File: src/rtl/btn_pkg.sv
// Shared definitions for the two-channel button conditioner:
// default debounce length and the per-channel FSM state encoding.
package btn_pkg;

    // 10 ms at 100 MHz
    localparam int DEB_CYCLES_DEF = 1_000_000;

    typedef enum logic {
        ST_STABLE  = 1'b0,
        ST_PENDING = 1'b1
    } deb_state_t;

endpackage

File: src/rtl/debounce_ch.sv
// One conditioning channel: 2-flop synchronizer, consecutive-stable debounce
// FSM with counter, and registered rise/fall pulses.
module debounce_ch
    import btn_pkg::*;
#(
    parameter int DEB_CYCLES = DEB_CYCLES_DEF,
    parameter int CNT_W      = $clog2(DEB_CYCLES + 1)
) (
    input  logic CLK,
    input  logic RST_N,
    input  logic x_in,
    output logic x_out,
    output logic x_rise,
    output logic x_fall
);

    logic             sync1;
    logic             sync2;
    deb_state_t       state;
    deb_state_t       state_nxt;
    logic [CNT_W-1:0] cnt;
    logic [CNT_W-1:0] cnt_nxt;
    logic             level;
    logic             level_nxt;

    // NOTE: every output of this block gets a default first, so no path leaves one unassigned and no latch is inferred.
    always_comb begin
        state_nxt = state;
        cnt_nxt   = cnt;
        level_nxt = level;
        case (state)
            ST_STABLE: begin
                cnt_nxt = '0;
                if (sync2 != level) begin
                    // A one-cycle debounce needs no counting phase.
                    if (DEB_CYCLES == 1) begin
                        level_nxt = sync2;
                    end else begin
                        cnt_nxt   = CNT_W'(1);
                        state_nxt = ST_PENDING;
                    end
                end
            end
            ST_PENDING: begin
                if (sync2 == level) begin
                    cnt_nxt   = '0;
                    state_nxt = ST_STABLE;
                end else if (int'(cnt) + 1 < DEB_CYCLES) begin
                    cnt_nxt = cnt + CNT_W'(1);
                end else begin
                    level_nxt = sync2;
                    cnt_nxt   = '0;
                    state_nxt = ST_STABLE;
                end
            end
            default: begin
                cnt_nxt   = '0;
                state_nxt = ST_STABLE;
            end
        endcase
    end

    // NOTE: non-blocking assignments here so every flop samples pre-edge values, which is what makes sync1 -> sync2 a real two-stage chain.
    always_ff @(posedge CLK or negedge RST_N) begin
        if (!RST_N) begin
            sync1  <= 1'b0;
            sync2  <= 1'b0;
            state  <= ST_STABLE;
            cnt    <= '0;
            level  <= 1'b0;
            x_rise <= 1'b0;
            x_fall <= 1'b0;
        end else begin
            sync1  <= x_in;
            sync2  <= sync1;
            state  <= state_nxt;
            cnt    <= cnt_nxt;
            level  <= level_nxt;
            // Pulses are registered alongside level so they line up with the new value.
            x_rise <= level_nxt & ~level;
            x_fall <= ~level_nxt & level;
        end
    end

    assign x_out = level;

endmodule

File: src/rtl/btn_debounce2.sv
// Two independent debounced button channels feeding the downstream AND/DFF
// stage; wiring only.
module btn_debounce2
    import btn_pkg::*;
#(
    parameter int DEB_CYCLES = DEB_CYCLES_DEF,
    parameter int CNT_W      = $clog2(DEB_CYCLES + 1)
) (
    input  logic CLK,
    input  logic RST_N,
    input  logic A_IN,
    input  logic B_IN,
    output logic A_OUT,
    output logic B_OUT,
    output logic A_RISE,
    output logic A_FALL,
    output logic B_RISE,
    output logic B_FALL
);

    debounce_ch #(
        .DEB_CYCLES (DEB_CYCLES),
        .CNT_W      (CNT_W)
    ) u_ch_a (
        .CLK    (CLK),
        .RST_N  (RST_N),
        .x_in   (A_IN),
        .x_out  (A_OUT),
        .x_rise (A_RISE),
        .x_fall (A_FALL)
    );

    debounce_ch #(
        .DEB_CYCLES (DEB_CYCLES),
        .CNT_W      (CNT_W)
    ) u_ch_b (
        .CLK    (CLK),
        .RST_N  (RST_N),
        .x_in   (B_IN),
        .x_out  (B_OUT),
        .x_rise (B_RISE),
        .x_fall (B_FALL)
    );

endmodule

File: config.mk
export PLATFORM = sky130hd
export DESIGN_NAME = btn_debounce2
export DESIGN_NICKNAME = d
export VERILOG_FILES = /design/src/rtl/btn_pkg.sv /design/src/rtl/debounce_ch.sv /design/src/rtl/btn_debounce2.sv
export SDC_FILE = /design/constraint.sdc
export NUM_CORES = 1
export LEC_CHECK = 0
export CAP_MARGIN = 20
export CORE_MARGIN = 5
export CORE_UTILIZATION = 50
export CTS_BUF_LIST = sky130_fd_sc_hd__clkbuf_4
export DETAILED_ROUTE_END_ITERATION = 16
export HOLD_SLACK_MARGIN = 0.08
export PLACE_DENSITY = 0.68
export SLEW_MARGIN = 30
export SYNTH_ARGS = -nofsm -noshare
export SYNTH_HDL_FRONTEND = slang
export SYNTH_SLANG_ARGS = --single-unit
File: constraint.sdc
create_clock -name CLK -period 3.54 [get_ports CLK]
set_clock_uncertainty 0.2 [all_clocks]
set_input_delay 0.708 -clock CLK [delete_from_list [all_inputs] [get_ports CLK]]
set_output_delay 0.708 -clock CLK [all_outputs]
set_load 0.005 [all_outputs]
==> reports/metrics.csv <==
metric;value;unit
synth_edf_count;0;
syn2layout_area_growth;7.68;%
num_rows;27;
firstDrtPassIters;4;
synth_ff_type;dfrtp_1;
leakage;1.20;nW
drcViolationCount;0;
synthesis.area;2900;sq um
async_flop_share;1.00;
cts_hold_buf;0;
finalPower;0.981;mW
avgSynthCellArea;9.84;sq um
setup_violations;0;
cp-start-kind;register;
critPathLaunch;u_ch_b.cnt[0];
syn_nets;301;
seq_area_frac_synth;0.448;
grt_overflow;0;
netlist_instances;295;
crit_path_top_delay_cell;or4_1;
ctsResizeCount;0;
cts_buffers;5;
required;3.60;ns
cts_root_buf;clkbuf_4;
r2r-start;u_ch_b.cnt[0];
synth_simple_gate_area_frac;0.294;
yosysWarnings;0;
r2r-end;u_ch_b.x_out;
grt_setup_unrepaired;no;
fillers;501;
synth-xor-area-share;0.0996;
synth_top_family_by_area;simple AND/OR/NAND/NOR gates;
cts.path.max_buffers;2;
grt_pass1_wl;9490;um
antenna_found_initial;0;
yosysUniqueCellTypes;55;
design.die.area;7430;sq um
crit_fanout;5;
track_usage;0.155;
cp-end-kind;register;
finalCriticalPeriod;2.92;ns
crit_path_max_incr_delay;0.48;ns
fp.dieH;86.2;um
grt_pass1_vias;2067;
hold_viol;0;
diodes;0;
fin_setup_tns;0;ns
drive_gt1_frac;0.110;
clk_pin_slew;0.15;ns
r2r_slack;0.62;ns
slew_headroom;0.558;
max_freq;0.342;GHz
routed_wl;5250;um
initial_utilization;0.521;
io_buffers;9;
drt_iter0_drc;62;
postCtsSetupRepairBufs;0;
reg2regPathDepth;8;
status;completed;
fin_crit_sh;0.826;
via_per_inst;5.56;
gp_congestion;0.852;
tightestPinTransition;0.663;ns
criticalPathCategory;register to register;
wl_per_cell;13.8;um
htreeDepth;2;
powerDensity;314;nW/um^2
cts_tree;built;
critPathArrivalTime;2.99;ns
synth_seq_cells;52;
core-area;5570;sq um
ios;10;
nNetsFinal;313;
reg_top3;u_ch_a.cnt x20, u_ch_b.cnt x20;
final_antenna_net_count;0;
num_vias;2114;
fp.dieW;86.2;um
yosys.area_share.adder;0.00862;
synth_compound_area_frac;0.104;
insertion_delay;0.36;ns
cp-endpoint;u_ch_b.x_out;
cts_sinks;52;
path_cells;ha_1, and2_1, nand3_1, or4_1, a21boi_0, o21ai_1, o311a_1, mux2_1;
synthMuxAreaShare;0.0108;
grt_max_degree;31;
cap_viol_max_count;0;
max-vdd-ir-drop;0.163;mV
dp_hpwl;3840;um
slew_viol_final;0;
min_path_type;input port to asynchronous set/reset pin;
==> report_power, final <==
group	leakage, nW	switching, mW	internal [mW]
clock network	0.0412	0.187	0.148
logic	0.452	0.0268	0.0118
registers	0.708	0.00627	0.601
total	1.20	0.220	0.760
==> per-stage QoR <==
stage	worst slack [ns]	instances	util	hold slack [ns]	cell area (sq um)
floorplan	0.813	295	-	0.131	2900
global placement	0.698	372	0.546	0.134	3040
detailed placement	0.634	372	0.546	0.135	3040
CTS	0.620	380	0.560	0.154	3120
global route	0.407	380	0.560	0.174	3120
finish	0.616	380	0.560	0.151	3120
==> area by class of cell <==
| cell class | count | area, sq um | share of cell area |
|---|---|---|---|
| tap | 72 | 90.1 | 0.0288 |
| clock inverter | 3 | 42.5 | 0.0136 |
| multi-input combinational | 226 | 1500 | 0.480 |
| clock buffer | 5 | 37.5 | 0.0120 |
| sequential | 52 | 1300 | 0.416 |
| timing repair buffer | 14 | 123 | 0.0392 |
| inverter | 8 | 30.0 | 0.00961 |
==> critical path: cells and delay by family, from the launching register on <==
| kind | cells | cell delay (ns) |
|---|---|---|
| simple gates | 3 | 0.89 |
| compound gates | 3 | 0.75 |
| flops | 1 | 0.42 |
| mux | 1 | 0.33 |
| fa+ha+maj | 1 | 0.23 |
==> how the worst min path moves through the flow <==
stage / startpoint / to / slack (ns) / cells after the start
2_1_floorplan: u_ch_a.sync1 / u_ch_a.sync2 / 0.13 / 0
3_3_place_gp: u_ch_b.sync1 / u_ch_b.sync2 / 0.13 / 0
3_5_place_dp: u_ch_a.sync1 / u_ch_a.sync2 / 0.13 / 0
4_1_cts: RST_N / u_ch_b.x_rise / 0.15 / 1
5_1_grt: RST_N / u_ch_b.x_fall / 0.17 / 1
6_report: RST_N / u_ch_b.x_fall / 0.15 / 1
==> cell usage in the layout (no fill, tap or decap), types with 4 or more instances in the layout <==
master	n
a21oi_1	7
and2_1	5
and3_1	6
and4_1	5
buf_4	5
clkbuf_4	5
clkdlybuf4s50_1	8
dfrtp_1	52
inv_1	8
nand2_1	20
nand3_1	21
nand4_1	5
nor2_1	34
nor2_4	8
nor3_1	8
nor4_1	5
o21ai_0	9
o31ai_1	6
or2_2	4
or4_1	6
xnor2_1	16
xor2_1	17
==> synth_stat cells (5+ instances only) <==
cell,number,area share
and4_1,5,0.015
a21oi_1,7,0.012
inv_1,8,0.010
nand2_1,20,0.026
dfrtp_1,52,0.45
o21ai_0,9,0.016
nor2_4,8,0.031
nor2_1,34,0.044
nand4_1,5,0.011
nand3_1,21,0.036
o31ai_1,6,0.016
nor4_1,5,0.011
and2_1,5,0.011
xor2_1,17,0.051
or4_1,6,0.016
and3_1,6,0.013
nor3_1,8,0.014
xnor2_1,16,0.048
==> per-layer routing <==
layer / part of all wire / vias to the layer above / global-route usage
li1: - / 1079 / -
met1: 0.47 / 992 / 0.208
met2: 0.49 / 37 / 0.255
met3: 0.030 / 6 / 0.0257
met4: 0.012 / 0 / 0.0552
met5: 0 / - / 0
==> cells by family after synthesis <==
logic type | Yosys count
XOR/XNOR | 33
flip-flops | 52
multiplexers | 3
AO/OA/AOI/OAI | 42
adder cells (fa/ha/maj) | 2
buffers and inverters | 17
AND/OR/NAND/NOR | 146
Power figures use the tool's default switching activity.
